File: config.mk
export PLATFORM = sky130hd
export DESIGN_NAME = cp0_exc_ctrl
export DESIGN_NICKNAME = d
export VERILOG_FILES = /design/src/rtl/cp0_exc_ctrl.sv
export SDC_FILE = /design/constraint.sdc
export NUM_CORES = 1
export LEC_CHECK = 0
export BUFFER_PORTS_ARGS = -buffer_cell sky130_fd_sc_hd__buf_2
export CAP_MARGIN = 10
export CORE_MARGIN = 5
export CORE_UTILIZATION = 45
export DETAILED_ROUTE_END_ITERATION = 12
export PLACE_DENSITY = 0.7
export SYNTH_ARGS = -nofsm -noshare
export SYNTH_HDL_FRONTEND = slang
export SYNTH_SLANG_ARGS = --single-unit
export TNS_END_PERCENT = 5
File: constraint.sdc
create_clock -name clk -period 4.95 [get_ports clk]
set_clock_uncertainty 0.15 [all_clocks]
set_input_delay 0.2475 -clock clk [delete_from_list [all_inputs] [get_ports clk]]
set_output_delay 0.2475 -clock clk [all_outputs]
set_load 0.005 [all_outputs]
File: src/rtl/cp0_exc_ctrl.sv
// rtl/cp0_exc_ctrl.sv - CP0 exception/interrupt controller: STATUS, CAUSE, EPC, COUNT, COMPARE and entry/exit FSM
module cp0_exc_ctrl #(
    parameter int          NUM_IRQ     = 4,
    parameter logic [31:0] EXC_VECTOR  = 32'h80000180,
    parameter int          SYNC_STAGES = 2
) (
    input  logic               clk,
    input  logic               reset_n,
    input  logic               stall_i,
    input  logic               instr_valid_i,
    input  logic [31:0]        pc_i,
    input  logic [2:0]         int_cause_i,
    input  logic               cause_write_i,
    input  logic               exit_kernel_i,
    input  logic               write_c0_i,
    input  logic [4:0]         c0_addr_i,
    input  logic [31:0]        c0_wdata_i,
    input  logic [NUM_IRQ-1:0] irq_i,
    output logic [31:0]        c0_rdata_o,
    output logic               kernel_mode_o,
    output logic               exc_taken_o,
    output logic [31:0]        exc_vector_o,
    output logic [31:0]        epc_o
);
    // Pending/mask width: external lines plus the timer at index NUM_IRQ
    localparam int NP = NUM_IRQ + 1;

    localparam logic [4:0] A_COUNT   = 5'd9;
    localparam logic [4:0] A_COMPARE = 5'd11;
    localparam logic [4:0] A_STATUS  = 5'd12;
    localparam logic [4:0] A_CAUSE   = 5'd13;
    localparam logic [4:0] A_EPC     = 5'd14;

    typedef enum logic [1:0] {
        ST_USER   = 2'd0,
        ST_ENTRY  = 2'd1,
        ST_KERNEL = 2'd2
    } state_t;

    state_t            state, state_nx;
    logic              km, ie, df;
    logic [NP-1:0]     im, ip, ip_sw, hw_set, pending;
    logic [2:0]        exc, take_code;
    logic [31:0]       epc, count, compare;
    logic [NUM_IRQ-1:0] sync_q [SYNC_STAGES];

    logic take, leave, kern_op, kern_fault, c0_wr, irq_req;

    // Decoder-driven actions only count for real, unstalled instructions in kernel mode
    assign kern_op    = (state == ST_KERNEL) && !stall_i && instr_valid_i;
    assign kern_fault = kern_op && cause_write_i;
    assign leave      = kern_op && exit_kernel_i;
    assign c0_wr      = kern_op && write_c0_i && !exit_kernel_i;

    // Hardware set sources; a same-cycle COMPARE write suppresses the timer match
    assign hw_set  = {(count == compare) && !(c0_wr && c0_addr_i == A_COMPARE),
                      sync_q[SYNC_STAGES-1]};
    // Arbitration sees lines being set this cycle, so detection is not delayed by IP
    assign pending = ip | hw_set;
    assign irq_req = ie && |(pending & im);

    // Irq synchroniser chain, runs regardless of stall
    always_ff @(posedge clk or negedge reset_n) begin
        if (!reset_n) begin
            for (int i = 0; i < SYNC_STAGES; i++) sync_q[i] <= '0;
        end else begin
            sync_q[0] <= irq_i;
            for (int i = 1; i < SYNC_STAGES; i++) sync_q[i] <= sync_q[i-1];
        end
    end

    // FSM state register
    always_ff @(posedge clk or negedge reset_n) begin
        if (!reset_n) state <= ST_KERNEL;
        else          state <= state_nx;
    end

    // Next state and exception-entry decision; synchronous exceptions beat interrupts
    always_comb begin
        state_nx  = state;
        take      = 1'b0;
        take_code = 3'b000;
        case (state)
            ST_USER: begin
                if (!stall_i && instr_valid_i) begin
                    if (cause_write_i) begin
                        take      = 1'b1;
                        take_code = int_cause_i;
                    end else if (irq_req) begin
                        take      = 1'b1;
                        take_code = 3'b100;
                    end
                end
                if (take) state_nx = ST_ENTRY;
            end
            ST_ENTRY:  state_nx = ST_KERNEL;
            ST_KERNEL: if (leave) state_nx = ST_USER;
            default:   state_nx = ST_KERNEL;
        endcase
    end

    // STATUS, EXC/DF and EPC updates; KM only ever follows the FSM
    always_ff @(posedge clk or negedge reset_n) begin
        if (!reset_n) begin
            km  <= 1'b1;
            ie  <= 1'b0;
            im  <= '0;
            exc <= 3'b000;
            df  <= 1'b0;
            epc <= '0;
        end else begin
            if (take) begin
                exc <= take_code;
                epc <= pc_i;
                km  <= 1'b1;
                ie  <= 1'b0;
            end else if (leave) begin
                km <= 1'b0;
                ie <= 1'b1;
            end else if (c0_wr && c0_addr_i == A_STATUS) begin
                ie <= c0_wdata_i[0];
                im <= c0_wdata_i[8 +: NP];
            end
            if (kern_fault) begin
                df  <= 1'b1;
                exc <= int_cause_i;
            end
            if (c0_wr && c0_addr_i == A_EPC) epc <= c0_wdata_i;
        end
    end

    // Software view of IP before hardware sets are merged in
    always_comb begin
        ip_sw = ip;
        if (c0_wr && c0_addr_i == A_CAUSE)        ip_sw = c0_wdata_i[8 +: NP];
        else if (c0_wr && c0_addr_i == A_COMPARE) ip_sw[NUM_IRQ] = 1'b0;
    end

    // Timer and sticky pending bits; hardware sets win over software clears
    always_ff @(posedge clk or negedge reset_n) begin
        if (!reset_n) begin
            count   <= '0;
            compare <= 32'hFFFFFFFF;
            ip      <= '0;
        end else begin
            count <= (c0_wr && c0_addr_i == A_COUNT) ? c0_wdata_i : count + 32'd1;
            if (c0_wr && c0_addr_i == A_COMPARE) compare <= c0_wdata_i;
            ip <= ip_sw | hw_set;
        end
    end

    // mfc0 read mux, pre-write register contents
    always_comb begin
        c0_rdata_o = '0;
        case (c0_addr_i)
            A_STATUS: begin
                c0_rdata_o[0]       = ie;
                c0_rdata_o[1]       = km;
                c0_rdata_o[8 +: NP] = im;
            end
            A_CAUSE: begin
                c0_rdata_o[4:2]     = exc;
                c0_rdata_o[8 +: NP] = ip;
                c0_rdata_o[31]      = df;
            end
            A_EPC:     c0_rdata_o = epc;
            A_COUNT:   c0_rdata_o = count;
            A_COMPARE: c0_rdata_o = compare;
            default:   c0_rdata_o = '0;
        endcase
    end

    assign kernel_mode_o = km;
    assign exc_taken_o   = (state == ST_ENTRY);
    assign exc_vector_o  = EXC_VECTOR;
    assign epc_o         = epc;

endmodule

### Word-level counts from Yosys, hierarchy flattened

Index checks and enable logic that the tools add are counted.

| storage, ports and cells | value |
|---|---|
| bits in registers | 122 |
| bits of input ports | 83 |
| logic and storage cells | 84 |
| output and inout port bits | 98 |

| cells by class | value |
|---|---|
| add/subtract/negate cells | 1 |
| reductions and logical operators | 25 |
| muxes and demuxes | 31 |
| bitwise operators | 5 |
| equal/unequal tests | 10 |

Operator list:

| operator | count |
|---|---|
| $mux 32 | 3 |
| $pmux 18 s3 | 1 |
| $add 32x1->32 const B | 1 |
| $eq 32x32->1 | 1 |
| $eq 5x4->1 const B | 5 |
| $pmux 5 s5 | 1 |
| $mux 3 | 6 |
| $logic_and 1x1->1 | 14 |
| $mux 1 | 12 |
| $pmux 3 s4 | 1 |
| $or 5x5->5 | 2 |
| $pmux 3 s3 | 1 |
| $pmux 2 s4 | 1 |
| $reduce_bool 2->1 | 3 |
| $and 5x5->5 | 1 |
| $reduce_or 5->1 | 1 |
| $mux 2 | 2 |
| $mux 4 | 1 |
| $pmux 1 s4 | 1 |
| $pmux 2 s2 | 1 |
| $logic_not 1->1 | 3 |
| $reduce_and 3->1 | 1 |
| $reduce_bool 3->1 | 1 |
| $eq 2x1->1 const B | 1 |
| 6 further kinds | 7 |

### Logic depth before layout (Yosys ltp)

Gate-level depths: netlist of run 1.

| logic depth | value |
|---|---|
| depth after elaboration | 19 |
| gate-level depth with buffers | 9 |
| mapped depth without buffers | 6 |

### Worst setup path before layout of run 1

Ideal clock, no wire load.

| path | value |
|---|---|
| path type | reg-to-reg |
| start | register state[0] |
| end | register epc[0], in the netlist epc_o[0] |
| arrival time | 2023 ps |
| period minus slack after synthesis | 2296 ps |
| path buffers | 3 |
| setup slack | 2654 ps |
| library setup time | 123 ps |
| cell stages (with the launch flop) | 10 |
| required time | 4677 ps |
| cell sequence | dfrtp_1 -> or3b_1 -> buf_2 -> nor4_4 -> nor2_1 -> nand4bb_1 -> buf_4 -> nand3_4 -> buf_6 -> o221a_1 |

| between the ends | value |
|---|---|
| longest elaborated chain between the ends | 18 |
| elaborated cells on any way between the ends | 21 |
| classes of those cells | eq/ne (1); mux (6); bitwise (2); reduce/logical (12) |

Ends and longest elaborated chain:

| element | RTL line | text |
|---|---|---|
| start: declaration | 40 | `state_t state, state_nx;` |
| start signal: assignment | 75 | `else state <= state_nx;` |
| $eq 2x2->1 | 50 | `assign kern_op = (state == ST_KERNEL) && !stall_i && instr_valid_i;` |
| $logic_and 1x1->1 (2 in series) | 50 |  |
| $logic_and 1x1->1 (2 in series) | 53 | `assign c0_wr = kern_op && write_c0_i && !exit_kernel_i;` |
| $logic_and 1x1->1 | 56 | `assign hw_set = {(count == compare) && !(c0_wr && c0_addr_i == A_COMPARE),` |
| $logic_not 1->1 | 56 |  |
| $logic_and 1x1->1 | 56 |  |
| $or 5x5->5 | 59 | `assign pending = ip \| hw_set;` |
| $and 5x5->5 | 60 | `assign irq_req = ie && \|(pending & im);` |
| $reduce_or 5->1 | 60 |  |
| $logic_and 1x1->1 | 60 |  |
| $mux 1 | 89 | `end else if (irq_req) begin` |
| $mux 1 | 86 | `if (cause_write_i) begin` |
| $mux 1 | 85 | `if (!stall_i && instr_valid_i) begin` |
| $mux 1 (2 in series) | 83 | `case (state)` |
| $reduce_bool 2->1 (no line) | n/a |  |
| end signal: assignment | 114 | `epc <= pc_i;` |
| end signal: assignment | 128 | `if (c0_wr && c0_addr_i == A_EPC) epc <= c0_wdata_i;` |
| end: declaration | 44 | `logic [31:0] epc, count, compare;` |

Several ways; a longest one is shown, not always the timed one. The select of a mux whose other input is x is not followed.
A chain may end at the register's enable or synchronous reset.

### Worst setup path in the final report of run 1

| path | value |
|---|---|
| start | register state[0] |
| end | register epc[11], in the netlist epc_o[11] |

Same word-level chain as after synthesis.

==> out/metrics.csv, run 1 <==
stage,metric,value,unit
outcome,status,completed,
synth,seq_area_frac_synth,0.455,
floorplan,die_w,133,um
route,vias_per_cell,5.69,
route,num_vias,5944,
synth,synth.distinct_cells,49,
sta,min_period,3.13,ns
synth,syn-mean-instance-area,10.6,um2
sta,setup_slack,1.82,ns
power,peakVddDrop,237,uV
clock_tree,cts_root_buf,clkbuf_16,
synth,synthSimpleGateAreaFrac,0.107,
final_layout,fin_nets,931,
final_layout,drive_above_1_share,0.306,
route,drcViolationCount,0,
sta,finalCritPeriodShare,0.632,
floorplan,die_area,17700,um2
floorplan,io_pins,181,
clock_tree,cts_tree,yes,
place,post-dp-hpwl,14100,um
worst_setup_path,cpPeakStageDelay,0.56,ns
synth,synth_warnings,0,
final_layout,diodes,0,
sta,slew_headroom,0.283,
worst_setup_path,crit_path_top_delay_cell,or3b_1,
synth,synth-seq-cells,122,
worst_setup_path,crit_required,5.09,ns
global_routing,grt_use_total,0.226,
power,seq_power_share,0.442,
sta,setup_violations,0,
synth,synth_ff_type,dfrtp_1,
power,p_sw,0.857,mW
power,leakagePower,4.12,nW
power,clockPowerShare,0.377,
global_routing,grt_max_degree,86,
power,power.internal,2.19,mW
worst_setup_path,crit_path_max_fanout,35,
synth,synthXorXnorAreaFrac,0.0799,
sta,fmax,319,MHz
global_routing,antenna_found_initial,0,
route,detail-route-antenna-nets,0,
synth,async_reset_ff_frac,1.00,
clock_tree,clockBufferDepth,2,
sta,setup_tns,0,ns
global_routing,grt_pass1_vias,5906,
place,io_buffers,148,
sta,worstMarginPinSlew,1.08,ns
synth,synth_top_family_by_area,compound AO/OA/AOI/OAI gates,
clock_tree,cts_buffers,17,
min_path,hold_path.class,in -> reg,
synth,syn_area,6800,um2
floorplan,dieHeight,133,um
global_routing,grt_pass1_wl,31800,um
route,wirelength,20500,um
power,combPwrFrac,0.182,
sta,rsz0062_at_grt,no,
clock_tree,clkSlewWorstSetupHoldPaths,0.05,ns
route,drt-pass1-iter-count,6,
sta,finalHoldViolCount,0,
place,dp.cells,948,
power,p_sw_frac,0.282,
floorplan,start_util,0.452,
floorplan,rows,45,
place,gp_congestion,0.966,
synth,synth-compound-area-share,0.187,
synth,synth_edf_count,0,
power,powerDensity,347,nW/um2
sta,maxSlewViolCount,0,
final_layout,syn_to_final_growth,29.0,%
route,wl_per_cell,19.6,um
place,dpl_worst_slack,1.58,ns
final_layout,final_cells,1044,
final_layout,stdcell_area,8770,um2
clock_tree,ctsResizeCount,0,
synth,synthCells,643,
worst_setup_path,cp_cell_sequence,"or3b_1, nor4_4, buf_4, nor2_1, nand4bb_1, nand3_4, o221a_1",
worst_setup_path,r2r_slack,1.82,ns
worst_setup_path,crit_arrival,3.27,ns
place,placed_cell_area,7550,um2
route,drt_iter0_markers,555,
worst_setup_path,crit_path_end_kind,flop,
global_routing,overflow,0,
flow_run,cap_violations,0,
synth,synthAdderAreaFrac,0.00184,
clock_tree,cts_num_sinks,122,
clock_tree,cts_setup_buffers,0,
power,p_total,3.04,mW
floorplan,design.core.area,15000,um2
synth,muxShareOfSynthArea,0.0879,
worst_setup_path,startpoint_type,flop,
clock_tree,htree_levels,4,
worst_setup_path,crit_type,reg -> reg,
clock_tree,clock_latency,0.42,ns
-- routing by layer --
metal / part of all wire / global-route usage
met2: 0.48 / 0.370
met4: 0.017 / 0.0606
met3: 0.084 / 0.0643
met5: 0 / 0
met1: 0.42 / 0.295
-- path summary, 6_finish.rpt --
kind                       startpoint          to  cells past startpoint
setup / recovery             state[0]   epc_o[11]                      7
hold / removal               pc_i[11]   epc_o[11]                      2
setup reg to reg             state[0]   epc_o[11]                      7
hold reg to reg             sync_q[7]   hw_set[3]                      0
max in group asynchronous     reset_n  compare[0]                      3
min in group asynchronous     reset_n   epc_o[20]                      2
-- cell usage after synthesis, drive strengths merged (2+ instances only) --
library cell | instances | share of area
or3b | 2 | 0.0026
a22oi | 4 | 0.0044
nand2b | 3 | 0.0028
and2 | 2 | 0.0018
o221a | 32 | 0.053
nand2 | 51 | 0.028
and3 | 8 | 0.0074
mux2i | 17 | 0.025
mux2 | 38 | 0.063
dfrtp | 88 | 0.32
nand3 | 14 | 0.012
conb | 2 | 0.0011
xor2 | 46 | 0.059
a222oi | 21 | 0.031
a21oi | 9 | 0.0066
nand4 | 6 | 0.0055
dfstp | 34 | 0.13
nor4 | 12 | 0.015
inv | 32 | 0.018
a211o | 4 | 0.0052
clkbuf | 24 | 0.013
nand3b | 2 | 0.0022
nor3 | 4 | 0.0029
o22ai | 2 | 0.0018
nor2 | 28 | 0.015
and4 | 4 | 0.0052
a221o | 2 | 0.0029
o22a | 32 | 0.041
xnor2 | 16 | 0.021
nand4bb | 2 | 0.0033
buf | 46 | 0.049
o21ai | 47 | 0.035
-- cells by family (layout without fill, tap and decap cells) --
| family | Yosys count | in the layout |
|---|---|---|
| xor+xnor | 62 | 62 |
| buf+inv | 102 | 285 |
| mux | 55 | 55 |
| simple gates | 141 | 141 |
| fa+ha+maj | 1 | 1 |
| other cells | 2 | 32 |
| compound gates | 158 | 158 |
| flops | 122 | 122 |
-- through the flow --
step / util / hold WS, ns
detailed placement: 0.502 / 0.188
global route: 0.583 / 0.00717
CTS: 0.583 / 0.00210
global placement: 0.502 / 0.183
floorplan: - / -0.198
finish: 0.583 / 0.0200
-- power by group through the flow --
| stage | logic (mW) | clock network (mW) | registers, mW |
|---|---|---|---|
| detailed placement | 0.507 | 0 | 1.36 |
| CTS | 0.553 | 1.16 | 1.34 |
| floorplan | 0.285 | 0 | 1.30 |
| global placement | 0.495 | 0 | 1.35 |
| finish | 0.553 | 1.15 | 1.34 |
| global route | 0.607 | 1.21 | 1.37 |
-- layout make-up --
class	count	area [um2]
Fill cell	1256	6260
Clock buffer	24	492
Clock inverter	4	45.0
Tap cell	188	235
Timing Repair Buffer	225	1490
Sequential cell	122	3100
Multi-Input combinational cell	449	3290
Inverter	32	120
-- sequential cells by signal, indices dropped and copies added (netlist names), 2 cells and up --
name,flops
exc,3
count,32
ip,5
compare,32
hw_set,4
im,5
state,2
sync_q,4
epc_o,32
-- critical path, delay by kind of cell, from the launching register on --
family                 cells  cell delay, ns
AOI/OAI and AO/OA          1            0.38
buffers and inverters      1            0.48
DFF                        1            0.39
and+or+nand+nor            5            1.59
-- layout by cell type (no fill, tap or decap), types with 7 or more instances in the layout --
cell type and count:
a21oi_1 9, a222oi_1 21, and3_1 8, buf_2 147, buf_4 10, clkbuf_16 17
conb_1 32, dfrtp_1 88, dfstp_2 34, dlygate4sd3_1 68, inv_1 32, mux2_2 38
mux2i_1 17, nand2_1 51, nand3_1 13, nor2_1 26, nor4_1 9, o21ai_0 40
o21ai_1 7, o221a_1 32, o22a_1 32, xnor2_1 16, xor2_1 46
-- what timing repair did --
action | 4_1_cts | 5_1_grt
hold buffers | 68 | 0
endpoints found under the hold margin | 151 | 0
endpoints found under the setup margin | 0 | 0
(Power assumes the default switching activity.)
==> run 2, diff against run 1 <==
--- a/config.mk
+++ b/config.mk
@@ -5,6 +5,7 @@
 export SDC_FILE = /design/constraint.sdc
 export NUM_CORES = 1
 export LEC_CHECK = 0
+export ABC_AREA = 1
 export BUFFER_PORTS_ARGS = -buffer_cell sky130_fd_sc_hd__buf_2
 export CAP_MARGIN = 10
 export CORE_MARGIN = 5
==> constraint.sdc (replaced) <==
create_clock -name clk -period 3.17 [get_ports clk]
set_clock_uncertainty 0.15 [all_clocks]
set_input_delay 0.1585 -clock clk [delete_from_list [all_inputs] [get_ports clk]]
set_output_delay 0.1585 -clock clk [all_outputs]
set_load 0.005 [all_outputs]
==> out/metrics.csv, run 2 <==
stage,metric,value,unit
route,num_vias,6901,
worst_setup_path,r2r_start,state[1],
floorplan,io_pins,181,
synth,seq_area_frac_synth,0.439,
min_path,holdPathEnd,exc[2],
worst_setup_path,cp_cell_sequence,"dlygate4sd3_1, buf_2, nor2_2, nand3_1, nor2_1, nand2_4, nand2_1, o21ai_1, dlygate4sd3_1, nand2_1, nand2_1",
power,leakagePower,4.54,nW
power,p_total,5.35,mW
global_routing,overflow,0,
synth,muxShareOfSynthArea,0,
synth,yosys-top-cells-count,"nand2_1 (311), o21ai_0 (102), dfrtp_1 (88), inv_1 (84), nand3_1 (52)",
clock_tree,cts_num_sinks,122,
global_routing,top_usage_layer,met2,
floorplan,rows,45,
synth,yosysTopAreaCellShare,0.312,
power,power.internal,3.70,mW
synth,yosys-top-cells-area,"dfrtp_1 (31%), nand2_1 (17%), dfstp_2 (13%), o21ai_0 (7.2%), inv_1 (4.5%)",
clock_tree,holdBufCountCts,77,
clock_tree,clock_latency,0.42,ns
route,drcViolationCount,0,
sta,setup_violations,0,
power,combPwrFrac,0.218,
worst_setup_path,rr_worst_depth,8,
floorplan,die_area,18300,um2
synth,synthSimpleGateAreaFrac,0.261,
route,vias_per_cell,4.99,
route,drt_iter0_markers,580,
global_routing,antenna_found_initial,0,
route,wirelength,21200,um
final_layout,final_cell_mix,"nand2_1 (309), buf_2 (147), o21ai_0 (102)",
global_routing,grt_use_met3,0.0353,
synth,synthCells,943,
synth,synth_top_family_by_area,simple AND/OR/NAND/NOR gates,
clock_tree,cts_setup_buffers,0,
sta,finalCritPeriodShare,0.858,
synth,synth_ff_type,dfrtp_1,
clock_tree,ctsResizeCount,0,
worst_setup_path,crit_arrival,2.88,ns
floorplan,dieHeight,135,um
final_layout,syn_to_final_growth,30.8,%
synth,synth-compound-area-share,0.132,
synth,syn-mean-instance-area,7.48,um2
synth,synth-seq-cells,122,
place,gp_congestion,0.928,
final_layout,fillers,1425,
place,post-dp-hpwl,14700,um
sta,slew_headroom,0.515,
final_layout,layout_commonest_cell,nand2_1,
clock_tree,clockBufferDepth,2,
power,seq_power_share,0.423,
worst_setup_path,crit_required,3.33,ns
global_routing,grt_pass1_wl,33600,um
min_path,worstHoldStart,instr_valid_i,
sta,fmax,368,MHz
global_routing,grt_max_degree,85,
clock_tree,cts_tree,yes,
clock_tree,cts_root_buf,clkbuf_16,
place,io_buffers,148,
clock_tree,htree_levels,4,
floorplan,start_util,0.461,
worst_setup_path,path_delay_family,simple AND/OR/NAND/NOR gates,
worst_setup_path,crit_path_end_kind,flop,
synth,synthAdderAreaFrac,0.00177,
route,detail-route-antenna-nets,0,
synth,synth_edf_count,0,
clock_tree,clkSlewWorstSetupHoldPaths,0.05,ns
synth,synthXorXnorAreaFrac,0.0484,
sta,rsz0062_at_grt,no,
synth,yosys.area.top_type,dfrtp_1,
clock_tree,cts_buffers,17,
route,drt-pass1-iter-count,5,
sta,finalHoldViolCount,0,
synth,syn_area,7050,um2
final_layout,drive_above_1_share,0.225,
outcome,status,completed,
worst_setup_path,path_buf_inv,3,
power,peakVddDrop,434,uV
floorplan,design.core.area,15300,um2
sta,setup_tns,0,ns
final_layout,fin_nets,1242,
worst_setup_path,cpPeakStageDelay,0.56,ns
global_routing,globalRouteMet2Util,0.383,
worst_setup_path,crit_path_top_delay_cell,dlygate4sd3_1,
floorplan,die_w,135,um
synth,synth_warnings,0,
sta,hold_ws,0.0152,ns
min_path,holdPathStages,5,
worst_setup_path,critPathMostFrequentCell,nand2_1,
synth,synth.distinct_cells,40,
sta,maxSlewViolCount,0,
power,p_sw_frac,0.309,
worst_setup_path,startpoint_type,input port,
final_layout,stdcell_area,9230,um2
synth,synth_most_common_cell,nand2_1,
worst_setup_path,regToRegEndpoint,epc_o[13],
global_routing,grt.met1_usage,0.313,
route,wl_per_cell,15.4,um
global_routing,grt_pass1_vias,6534,
final_layout,diodes,0,
worst_setup_path,crit_path_max_fanout,44,
power,clockPowerShare,0.358,
global_routing,grt_use_total,0.234,
place,placed_cell_area,7870,um2
flow_run,cap_violations,0,
power,p_sw,1.65,mW
sta,min_period,2.72,ns
min_path,hold_path.class,in -> reg,
sta,worstMarginPinSlew,0.727,ns
synth,async_reset_ff_frac,1.00,
worst_setup_path,r2r_slack,0.47,ns
worst_setup_path,crit_type,in -> reg,
power,powerDensity,580,nW/um2
-- run 2: cell types whose count changed after synthesis, sizes merged, moves of 38 or more --
cell	delta
inv	+70
o21ai	+71
nand2	+264
mux2	-38
nand3	+40
-- run 2: layout make-up --
cell class	instances	area (um2)	area share
Clock inverter	8	92.6	0.0100
Tap cell	211	264	0.0286
Sequential cell	122	3100	0.335
Multi-Input combinational cell	675	3260	0.353
Clock buffer	24	492	0.0533
Inverter	104	390	0.0423
Timing Repair Buffer	238	1640	0.177
-- run 2: cell families (layout without fill, tap and decap cells) --
family	Yosys count	in the layout
other	2	32
and+or+nand+nor	440	440
adders and majority gates	1	1
xor gates and xnor gates	39	39
buffers and inverters	176	374
AOI/OAI and AO/OA	163	163
DFF	122	122
-- run 2: worst max-delay path by stage --
stage / startpoint / end / depth (start not counted)
2_1_floorplan: count[0] / count[28] / 13
3_3_place_gp: state[1] / epc_o[12] / 7
3_5_place_dp: state[1] / epc_o[31] / 14
4_1_cts: stall_i / epc_o[13] / 11
5_1_grt: stall_i / epc_o[13] / 11
6_report: stall_i / epc_o[13] / 11
-- run 2: stage by stage --
stage          setup WS [ns]  std cells  utilization
5_1_grt                0.250       1382        0.603
4_1_cts                0.453       1382        0.603
3_5_place_dp           0.515       1273        0.514
2_1_floorplan           1.16        973            -
6_report               0.451       1382        0.603
3_3_place_gp           0.540       1273        0.514
-- run 2: tightest hold or removal path: cells and delay by family --
kind                   cells  cell delay, ns
and+or+nand+nor            3            0.21
buffers and inverters      2            0.15
-- run 2: metal layers --
| layer | vias to the layer above | part of all wire |
|---|---|---|
| met4 | 0 | 0.026 |
| met3 | 42 | 0.051 |
| met5 | - | 0 |
| met2 | 226 | 0.48 |
| met1 | 3232 | 0.45 |
| li1 | 3401 | - |
-- run 2: power by group through the flow --
stage | Combinational [mW] | Clock (mW) | Sequential, mW
2_1_floorplan | 0.663 | 0 | 2.20
3_3_place_gp | 1.07 | 0 | 2.27
3_5_place_dp | 1.09 | 0 | 2.28
4_1_cts | 1.18 | 1.93 | 2.26
5_1_grt | 1.32 | 2.00 | 2.32
6_report | 1.17 | 1.92 | 2.26
